File: src/rtl/soc_pkg.sv
`default_nettype none
// ============================================================================
// Module      : soc_pkg
// Description : Shared types for the SoC memory arbiter. Holds the arbiter
//               FSM state encoding, the requester identity encoding and a
//               small helper that returns the opposite requester.
// Revision    : 1.0 - initial release
// ============================================================================
package soc_pkg;

    typedef enum logic [1:0] {
        IDLE  = 2'd0,
        ISSUE = 2'd1,
        RESP  = 2'd2
    } arb_state_t;

    typedef enum logic {
        REQ_CPU = 1'b0,
        REQ_TPU = 1'b1
    } req_t;

    function automatic req_t other_req(input req_t r);
        return (r == REQ_CPU) ? REQ_TPU : REQ_CPU;
    endfunction

endpackage
`default_nettype wire

File: src/rtl/tpu_mem_arbiter.sv
`default_nettype none
// ============================================================================
// Module      : tpu_mem_arbiter
// Description : Two-port round-robin arbiter sharing one external
//               single-port SRAM between the CPU (PicoRV32 native bus) and
//               the TPU DMA engine. Each transaction runs IDLE -> ISSUE ->
//               RESP, giving a fixed request-to-ready latency of two cycles.
// Ports       : clk, rst_n (async, active-low)
//               cpu_valid/addr/wdata/wstrb -> cpu_ready, cpu_rdata
//               tpu_valid/addr/wdata/wstrb -> tpu_ready, tpu_rdata
//               mem_en, mem_we, mem_addr, mem_wdata -> SRAM, mem_rdata <- SRAM
//               addr_err: one-cycle pulse with ready for an out-of-range access
// Revision    : 1.0 - initial release
// ============================================================================
module tpu_mem_arbiter
    import soc_pkg::*;
#(
    parameter int MEM_WORDS = 256,
    parameter int CPU_FIRST = 1,
    localparam int AW = (MEM_WORDS > 1) ? $clog2(MEM_WORDS) : 1
) (
    input  logic          clk,
    input  logic          rst_n,

    input  logic          cpu_valid,
    input  logic [31:0]   cpu_addr,
    input  logic [31:0]   cpu_wdata,
    input  logic [3:0]    cpu_wstrb,
    output logic          cpu_ready,
    output logic [31:0]   cpu_rdata,

    input  logic          tpu_valid,
    input  logic [31:0]   tpu_addr,
    input  logic [31:0]   tpu_wdata,
    input  logic [3:0]    tpu_wstrb,
    output logic          tpu_ready,
    output logic [31:0]   tpu_rdata,

    output logic          mem_en,
    output logic [3:0]    mem_we,
    output logic [AW-1:0] mem_addr,
    output logic [31:0]   mem_wdata,
    input  logic [31:0]   mem_rdata,

    output logic          addr_err
);

    localparam logic [29:0] c_MEM_WORDS = 30'(MEM_WORDS);
    // Pretending the opposite port was granted last makes the preferred
    // port win the first tie after reset.
    localparam req_t        c_LAST_RST  = (CPU_FIRST != 0) ? REQ_TPU : REQ_CPU;

    arb_state_t    r_state;
    req_t          r_grant;
    req_t          r_last;
    logic          r_is_read;
    logic          r_err;
    logic          r_cpu_ready;
    logic          r_tpu_ready;
    logic [31:0]   r_cpu_rdata;
    logic [31:0]   r_tpu_rdata;
    logic          r_mem_en;
    logic [3:0]    r_mem_we;
    logic [AW-1:0] r_mem_addr;
    logic [31:0]   r_mem_wdata;
    logic          r_addr_err;

    req_t          w_grant;
    logic [31:0]   w_sel_addr;
    logic [31:0]   w_sel_wdata;
    logic [3:0]    w_sel_wstrb;
    logic          w_in_range;
    logic [31:0]   w_resp_rdata;
    logic          w_unused;

    // Byte lanes are selected by wstrb, so the low address bits carry no
    // information for a word-wide SRAM.
    assign w_unused = ^{cpu_addr[1:0], tpu_addr[1:0]};

    // Round-robin: on a tie the port not granted last wins; a lone requester
    // always wins.
    always_comb begin
        w_grant = REQ_CPU;
        if (cpu_valid && tpu_valid) begin
            w_grant = other_req(r_last);
        end else if (tpu_valid) begin
            w_grant = REQ_TPU;
        end
    end

    assign w_sel_addr  = (w_grant == REQ_TPU) ? tpu_addr  : cpu_addr;
    assign w_sel_wdata = (w_grant == REQ_TPU) ? tpu_wdata : cpu_wdata;
    assign w_sel_wstrb = (w_grant == REQ_TPU) ? tpu_wstrb : cpu_wstrb;
    assign w_in_range  = (w_sel_addr[31:2] < c_MEM_WORDS);

    // SRAM read data arrives in RESP, the same cycle ready is shown, so the
    // response data is passed straight through while ready is high.
    assign w_resp_rdata = (r_is_read && !r_err) ? mem_rdata : 32'd0;

    always_ff @(posedge clk or negedge rst_n) begin
        if (!rst_n) begin
            r_state     <= IDLE;
            r_grant     <= REQ_CPU;
            r_last      <= c_LAST_RST;
            r_is_read   <= 1'b0;
            r_err       <= 1'b0;
            r_cpu_ready <= 1'b0;
            r_tpu_ready <= 1'b0;
            r_cpu_rdata <= 32'd0;
            r_tpu_rdata <= 32'd0;
            r_mem_en    <= 1'b0;
            r_mem_we    <= 4'd0;
            r_mem_addr  <= '0;
            r_mem_wdata <= 32'd0;
            r_addr_err  <= 1'b0;
        end else begin
            // Strobes default low so each lasts exactly one cycle.
            r_cpu_ready <= 1'b0;
            r_tpu_ready <= 1'b0;
            r_addr_err  <= 1'b0;
            r_mem_en    <= 1'b0;
            r_mem_we    <= 4'd0;

            case (r_state)
                IDLE: begin
                    if (cpu_valid || tpu_valid) begin
                        // The SRAM command registers double as the payload
                        // latch; later payload changes are ignored.
                        r_grant     <= w_grant;
                        r_last      <= w_grant;
                        r_is_read   <= (w_sel_wstrb == 4'd0);
                        r_err       <= !w_in_range;
                        r_mem_en    <= w_in_range;
                        r_mem_we    <= w_in_range ? w_sel_wstrb : 4'd0;
                        r_mem_addr  <= w_sel_addr[AW+1:2];
                        r_mem_wdata <= w_sel_wdata;
                        r_state     <= ISSUE;
                    end
                end

                ISSUE: begin
                    r_cpu_ready <= (r_grant == REQ_CPU);
                    r_tpu_ready <= (r_grant == REQ_TPU);
                    r_addr_err  <= r_err;
                    r_state     <= RESP;
                end

                RESP: begin
                    // Capture the response so rdata holds it afterwards.
                    if (r_grant == REQ_CPU) begin
                        r_cpu_rdata <= w_resp_rdata;
                    end else begin
                        r_tpu_rdata <= w_resp_rdata;
                    end
                    r_state <= IDLE;
                end

                default: begin
                    r_state <= IDLE;
                end
            endcase
        end
    end

    assign cpu_ready = r_cpu_ready;
    assign tpu_ready = r_tpu_ready;
    assign cpu_rdata = r_cpu_ready ? w_resp_rdata : r_cpu_rdata;
    assign tpu_rdata = r_tpu_ready ? w_resp_rdata : r_tpu_rdata;
    assign mem_en    = r_mem_en;
    assign mem_we    = r_mem_we;
    assign mem_addr  = r_mem_addr;
    assign mem_wdata = r_mem_wdata;
    assign addr_err  = r_addr_err;

endmodule
`default_nettype wire

File: config.mk
export PLATFORM = sky130hd
export DESIGN_NAME = tpu_mem_arbiter
export DESIGN_NICKNAME = d
export VERILOG_FILES = /design/src/rtl/soc_pkg.sv /design/src/rtl/tpu_mem_arbiter.sv
export SDC_FILE = /design/constraint.sdc
export NUM_CORES = 1
export LEC_CHECK = 0
export ABC_AREA = 1
export CAP_MARGIN = 15
export CORE_MARGIN = 2
export CORE_UTILIZATION = 42
export DETAILED_ROUTE_END_ITERATION = 12
export GPL_TIMING_DRIVEN = 0
export HOLD_SLACK_MARGIN = 0.1
export PLACE_DENSITY_LB_ADDON = 0.25
export SLEW_MARGIN = 10
export SYNTH_ARGS = -nofsm -noshare
export SYNTH_HDL_FRONTEND = slang
export SYNTH_SLANG_ARGS = --single-unit
File: constraint.sdc
create_clock -name clk -period 1.5 [get_ports clk]
set_input_delay 0.15 -clock clk [delete_from_list [all_inputs] [get_ports clk]]
set_output_delay 0.15 -clock clk [all_outputs]
set_load 0.005 [all_outputs]
==> results by group, run 1 <==
Die
  – Die X: 124 um
  – DIE HEIGHT: ~120 um
  – Core Box Area: 13900 sq um
  – Cell Rows: 43
  – Initial cell density of the core: 0.431
  – Die area: 15300 sq um
  – I/O pin count: 284

Clocking
  – CTS Buf Count: 17
  – Clock-pin slew on the worst setup and hold paths: 0.05 ns
  – CTS sink cnt: 118
  – CTS HTree Levels: 4
  – TritonCTS clock tree: done
  – Clock root cell: clkbuf_16
  – Worst skew pair latency: 0.41 ns
  – Clk buf depth: 2

Critical path
  – Crit path max-delay family: buffers and inverters
  – Setup crit start kind: flip-flop
  – Worst Setup End Kind: output port
  – Largest stage delay, worst path: just under 0.4 ns
  – Worst r2r src: r_err
  – CP max-delay cell: dfrtp_1
  – CP Class: reg2out
  – Crit. Startpoint: r_err
  – Critical path arrival: around 1.7 ns
  – CP Max Fanout: 7
  – CP Cell Sequence: inv_2, nand2_8, buf_12, buf_4, nor2_4, nand2_1, o21ai_2, buf_2
  – Worst Path Required: about 1.4 ns
  – Buf/Inv on CP: 4

Power
  – Total Power: 16.8 mW
  – PD cells: ~1600 nW/um^2
  – P_sw: 6.14 mW
  – Net Sw Frac: 0.365
  – Leak Pwr: 4.79 nW
  – Max VDD drop: 789 uV
  – Internal: about 11 mW
  – Combinational power share: 0.467
  – Register share of total power: 0.305
  – Clock share of power: 0.228

Synth
  – Post-synthesis sequential area ratio: 0.492
  – Post-synthesis cell area: 6000 sq um
  – Post-synth net total: just under 1000
  – Yosys warnings: 0
  – Register bit total from synthesis: 118
  – Post-synth cell types: 21
  – Mean area per synthesized cell: 7.53 sq um
  – Post-Syn Instances: 797

Global route
  – Aggregate global routing overflow: 0
  – First-pass GRT wire length: 33100 um
  – Vias in the first global route: 6617
  – Pin count of the biggest net entering global routing: about 70
  – Initial antenna violation count: 0
  – GR Util All Layers: 0.286

Timing
  – Slew Viols, Final: 0
  – Period utilisation layout: 1.25
  – Worst-Margin Slew: 0.519 ns
  – Final Hold Fails: 0
  – Max transition margin: 0.654
  – Max frequency: between 0.5 and 0.6 GHz
  – Final setup vio count: 64
  – TNS Setup: -17.14 ns
  – Worst Skew: 0.00700 ns
  – RSZ-0062 raised after global routing: true
  – Fin crit period: about 1.9 ns
  – Post-route setup slack: -0.381 ns

Hold path
  – Min-delay worst type: in2async

Job
  – Max_cap viols: 0

Final layout
  – Commonest non-fill, non-tap cells in the layout: clkdlybuf4s50_1, nand2_1, dfrtp_1
  – Fillers: 1067
  – Final Core Density: 0.735
  – Multi-input logic area: 2740 sq um
  – Reg area: 2960 sq um
  – Layout area overhead: 70.8%
  – Layout cells sized above 1: 0.245
  – Diode count: 0
  – Nets: 1321
  – Most common cell after layout, fill and taps aside: clkdlybuf4s50_1

Placement
  – Detail Placement HPWL: 14900 um
  – Number of port buffers: between 200 and 300
  – Routability cong.: 0.813

Route
  – Starting DRT DRC Count: 504
  – DR WL/cell: 16.2 um
  – Drt pass-1 iters: 4
  – Post-Route WL: 21700 um
  – Antenna Violating Nets Remaining: 0
  – DR vias: 6634
  – Vias/cell: 4.95
  – # DRC: 0

Outcome
  – Status: finished with violations
  – Failing checks: setup timing
[metal layers]
| metal | global-route usage | vias to the layer above | wire length, um |
|---|---|---|---|
| met5 | 0 | - | 0 |
| met4 | 0.0831 | 0 | 385 |
| met3 | 0.102 | 37 | 1790 |
| met2 | 0.503 | 260 | 11400 |
| met1 | 0.326 | 3135 | 8120 |
| li1 | - | 3202 | - |
[per-stage QoR]
stage	setup WS, ns	cells	hold slack, ns	area (sq um)
5_1_grt	-0.439	1340	0.294	10200
4_1_cts	-0.360	1325	0.274	10000
3_3_place_gp	-4.43	1256	0.454	9020
6_report	-0.381	1340	0.262	10200
2_1_floorplan	0.205	797	-0.146	6000
3_5_place_dp	-0.643	1257	0.130	9050
[worst paths after layout]
check / end / slack, ns / cells after the start
worst max-delay path: cpu_rdata[21] / -0.38 / 8
worst min-delay path: r_cpu_rdata[27] / 0.26 / 2
worst max register to register: r_cpu_rdata[21] / 0.06 / 9
worst min register to register: mem_wdata[25] / 0.49 / 2
max in group asynchronous: mem_wdata[10] / 0.52 / 3
min in group clk: mem_wdata[4] / 0.34 / 3
[what timing repair did]
item	4_1_cts	5_1_grt
gates resized for setup	432	56
endpoints found under the hold margin	50	0
pin swaps	13	22
setup buffers	36	19
cloned	1	0
endpoints found under the setup margin	88	179
hold buffers	1	0
[cells in the mapped netlist]
master,n,area (sq um)
nor2_1,108,405
nand3_1,5,25.0
inv_1,104,390
o21ai_2,29,254
nor3_4,2,32.5
buf_6,7,78.8
buf_1,7,26.3
dfrtp_1,117,2930
clkbuf_2,3,15.0
clkbuf_1,13,48.8
or2_1,1,6.26
nand4_1,1,6.26
buf_4,3,22.5
nand2_2,1,6.26
nor2_2,1,6.26
dfstp_2,1,26.3
buf_2,13,65.1
o21ai_1,40,200
o21ai_0,143,716
nand2_1,195,732
inv_2,3,11.3
[flip-flops by register name, summed over array words and instances (netlist names)]
| register | flops |
|---|---|
| r_is_read | 1 |
| r_tpu_rdata | 32 |
| r_state | 2 |
| r_err | 1 |
| addr_err | 1 |
| mem_addr | 8 |
| mem_wdata | 32 |
| r_last | 1 |
| mem_en | 1 |
| mem_we | 4 |
| cpu_ready | 1 |
| tpu_ready | 1 |
| r_cpu_rdata | 32 |
| r_grant | 1 |
[power groups by stage]
stage               combinational (mW)  sequential, mW  clock (mW)
detailed placement                7.48            5.09           0
global route                      8.62            5.26        4.00
floorplan                         3.29            5.08           0
CTS                               7.55            5.09        3.84
global placement                  7.35            5.08           0
finish                            7.84            5.12        3.84
[kinds of logic (layout without fill, tap and decap cells)]
group	count (synthesis)	after routing	share of synthesized area
AO/OA/AOI/OAI	212	212	0.195
buffers and inverters	153	516	0.110
flip-flops	118	118	0.492
AND/OR/NAND/NOR	314	314	0.203
[final cells by class]
class | count | share of cell area
repair buffers | 333 | 0.293
clock buffers | 25 | 0.0454
inverters | 107 | 0.0392
flip-flops and latches | 118 | 0.288
clock inverters | 5 | 0.00733
plain buffers | 46 | 0.0381
well taps | 180 | 0.0220
multi-input cells | 526 | 0.267
[worst register-to-register path, cell delays in order (launching register included)]
cell and delay [ns]:
dfrtp_1 0.39, inv_2 0.12, nand2_8 0.09, buf_12 0.16, buf_4 0.14, nor2_4 0.10
buf_4 0.12, buf_4 0.10, nand2_1 0.05, o21ai_0 0.08
(Power assumes the default switching activity.)
==> inputs of run 2 (changes only) <==
- SKIP_LAST_GASP: default -> 1
==> results by group, run 2 (synthesis results as in run 1) <==
Hold path
  – Min-delay worst type: in2async (unchanged)

Final layout
  – Reg area: 2960 sq um (about the same)
  – Most common cell after layout, fill and taps aside: clkdlybuf4s50_1 (unchanged)
  – Nets: 1318 (was 1321)
  – Commonest non-fill, non-tap cells in the layout: clkdlybuf4s50_1, nand2_1, dfrtp_1 (unchanged)
  – Layout area overhead: 70.3% (was 70.8%)
  – Final instance area: 10200 sq um (about the same)
  – Fillers: 1060 (was 1067)
  – Multi-input logic area: 2720 sq um (was 2740 sq um)
  – Layout cells sized above 1: 0.237 (was 0.245)
  – Diode count: 0 (unchanged)
  – Final cell count without fillers: 1337 (was 1340)

Power
  – Internal: 10.6 mW (was 10.7 mW)
  – Max VDD drop: 785 uV (was 789 uV)
  – PD cells: 1640 nW/um^2 (about the same)
  – Clock share of power: 0.229 (was 0.228)
  – Leak Pwr: 4.75 nW (was 4.79 nW)
  – Register share of total power: 0.306 (was 0.305)
  – Combinational power share: 0.465 (was 0.467)
  – Net Sw Frac: 0.364 (was 0.365)
  – P_sw: 6.09 mW (was 6.14 mW)

Clocking
  – CTS sink cnt: 118 (unchanged)
  – Clk buf depth: 2 (unchanged)
  – Worst skew pair latency: 0.41 ns (about the same)
  – CTS HTree Levels: 4 (unchanged)
  – TritonCTS clock tree: done (unchanged)
  – CTS Buf Count: 17 (unchanged)
  – Clock-pin slew on the worst setup and hold paths: 0.05 ns (about the same)
  – Clock root cell: clkbuf_16 (unchanged)

Route
  – Antenna Violating Nets Remaining: 0 (unchanged)
  – DR WL/cell: 16.2 um (about the same)
  – Vias/cell: 4.96 (was 4.95)
  – Starting DRT DRC Count: 516 (was 504)
  – # DRC: 0 (unchanged)
  – Post-Route WL: 21700 um (about the same)
  – DR vias: 6635 (was 6634)
  – Drt pass-1 iters: 5 (was 4)

Placement
  – Placement Setup Slack: -0.643 ns (unchanged)
  – Placed insts: 1257 (unchanged)
  – Placed cell areas: 9050 sq um (unchanged)
  – Routability cong.: 0.813 (unchanged)
  – Detail Placement HPWL: 14900 um (unchanged)
  – Number of port buffers: 279 (unchanged)

Die
  – DIE HEIGHT: 124 um (unchanged)
  – Die X: 124 um (unchanged)
  – I/O pin count: 284 (unchanged)
  – Core Box Area: 13900 sq um (unchanged)
  – Cell Rows: 43 (unchanged)
  – Initial cell density of the core: 0.431 (unchanged)
  – Die area: 15300 sq um (unchanged)

Critical path
  – Setup crit start kind: flip-flop (unchanged)
  – Buf/Inv on CP: 4 (unchanged)
  – CP Class: reg2out (unchanged)
  – Worst Setup End Kind: output port (unchanged)
  – Critical path arrival: 1.72 ns (was 1.73 ns)
  – CP Cell Sequence: inv_2, nand2_8, buf_12, buf_4, nor2_4, nand2_1, o21ai_2, buf_2 (unchanged)
  – CP Max Fanout: 7 (unchanged)
  – Largest stage delay, worst path: 0.39 ns (about the same)
  – Worst Path Required: 1.35 ns (about the same)
  – Crit path max-delay family: buffers and inverters (unchanged)
  – CP max-delay cell: dfrtp_1 (unchanged)

Global route
  – Aggregate global routing overflow: 0 (unchanged)
  – Vias in the first global route: 6623 (was 6617)
  – Initial antenna violation count: 0 (unchanged)
  – First-pass GRT wire length: 33200 um (was 33100 um)
  – Pin count of the biggest net entering global routing: 69 (unchanged)
  – GR Util All Layers: 0.286 (about the same)

Timing
  – Worst Skew: 0.00656 ns (was 0.00700 ns)
  – Post-route setup slack: -0.373 ns (was -0.381 ns)
  – Max transition margin: 0.659 (was 0.654)
  – Final setup vio count: 64 (unchanged)
  – WHS: 0.263 ns (was 0.262 ns)
  – Fin crit period: 1.87 ns (was 1.88 ns)
  – TNS Setup: -17.87 ns (was -17.14 ns)
  – Period utilisation layout: 1.25 (about the same)
  – Final Hold Fails: 0 (unchanged)
  – Worst-Margin Slew: 0.511 ns (was 0.519 ns)
  – Slew Viols, Final: 0 (unchanged)
  – RSZ-0062 raised after global routing: true (unchanged)
  – Max frequency: 0.534 GHz (was 0.532 GHz)

Job
  – Max_cap viols: 0 (unchanged)

Outcome
  – Status: finished with violations (unchanged)
  – Failing checks: setup timing (unchanged)
[run 2: cell count changes in the layout (fill, tap and decap cells not counted), sizes merged]
cell | before | now
clkdlybuf4s15 | 0 | 3
buf | 148 | 142
[run 2: layer usage]
| layer | wire length, um | track usage | up-vias |
|---|---|---|---|
| li1 | - | - | 3195 |
| met1 | 8150 | 0.327 | 3147 |
| met2 | 11300 | 0.504 | 259 |
| met3 | 1790 | 0.102 | 34 |
| met4 | 390 | 0.0803 | 0 |
| met5 | 0 | 0 | - |
[run 2: worst paths after layout]
check                      cells after the start         endpoint     startpoint  slack, ns
min in group clk                               3     mem_wdata[4]   tpu_wdata[4]       0.34
max                                            8    cpu_rdata[21]          r_err      -0.37
min                                            2  r_cpu_rdata[27]          rst_n       0.26
max in group asynchronous                      3    mem_wdata[10]          rst_n       0.52
min reg2reg                                    2    mem_wdata[28]  mem_wdata[28]       0.49
max reg2reg                                    9  r_cpu_rdata[21]          r_err       0.06
[run 2: power groups by stage]
| stage | clock network [mW] | logic, mW | registers [mW] |
|---|---|---|---|
| floorplan | 0 | 3.29 | 5.08 |
| global placement | 0 | 7.35 | 5.08 |
| detailed placement | 0 | 7.48 | 5.09 |
| CTS | 3.84 | 7.57 | 5.09 |
| global route | 4.00 | 8.55 | 5.26 |
| finish | 3.83 | 7.77 | 5.12 |
[run 2: final cells by class]
type	instances	area share
repair buffers	330	0.292
clock inverters	5	0.00735
well taps	180	0.0220
multi-input cells	526	0.266
flip-flops and latches	118	0.289
inverters	107	0.0393
clock buffers	25	0.0455
plain buffers	46	0.0382
[run 2: metrics by stage]
| step | power (mW) | utilization |
|---|---|---|
| after global routing | 17.8 | 0.733 |
| after detailed placement | 12.6 | 0.649 |
| after floorplan | 8.37 | - |
| after global placement | 12.4 | 0.647 |
| final | 16.7 | 0.733 |
| after CTS | 16.5 | 0.722 |
[run 2: timing repair]
action,4_1_cts,5_1_grt
resized for setup,400,62
pin swaps,13,22
endpoints found under the setup margin,88,179
hold buffers,1,0
gates cloned,1,0
hold endpoints to repair,50,0
buffers inserted,36,16
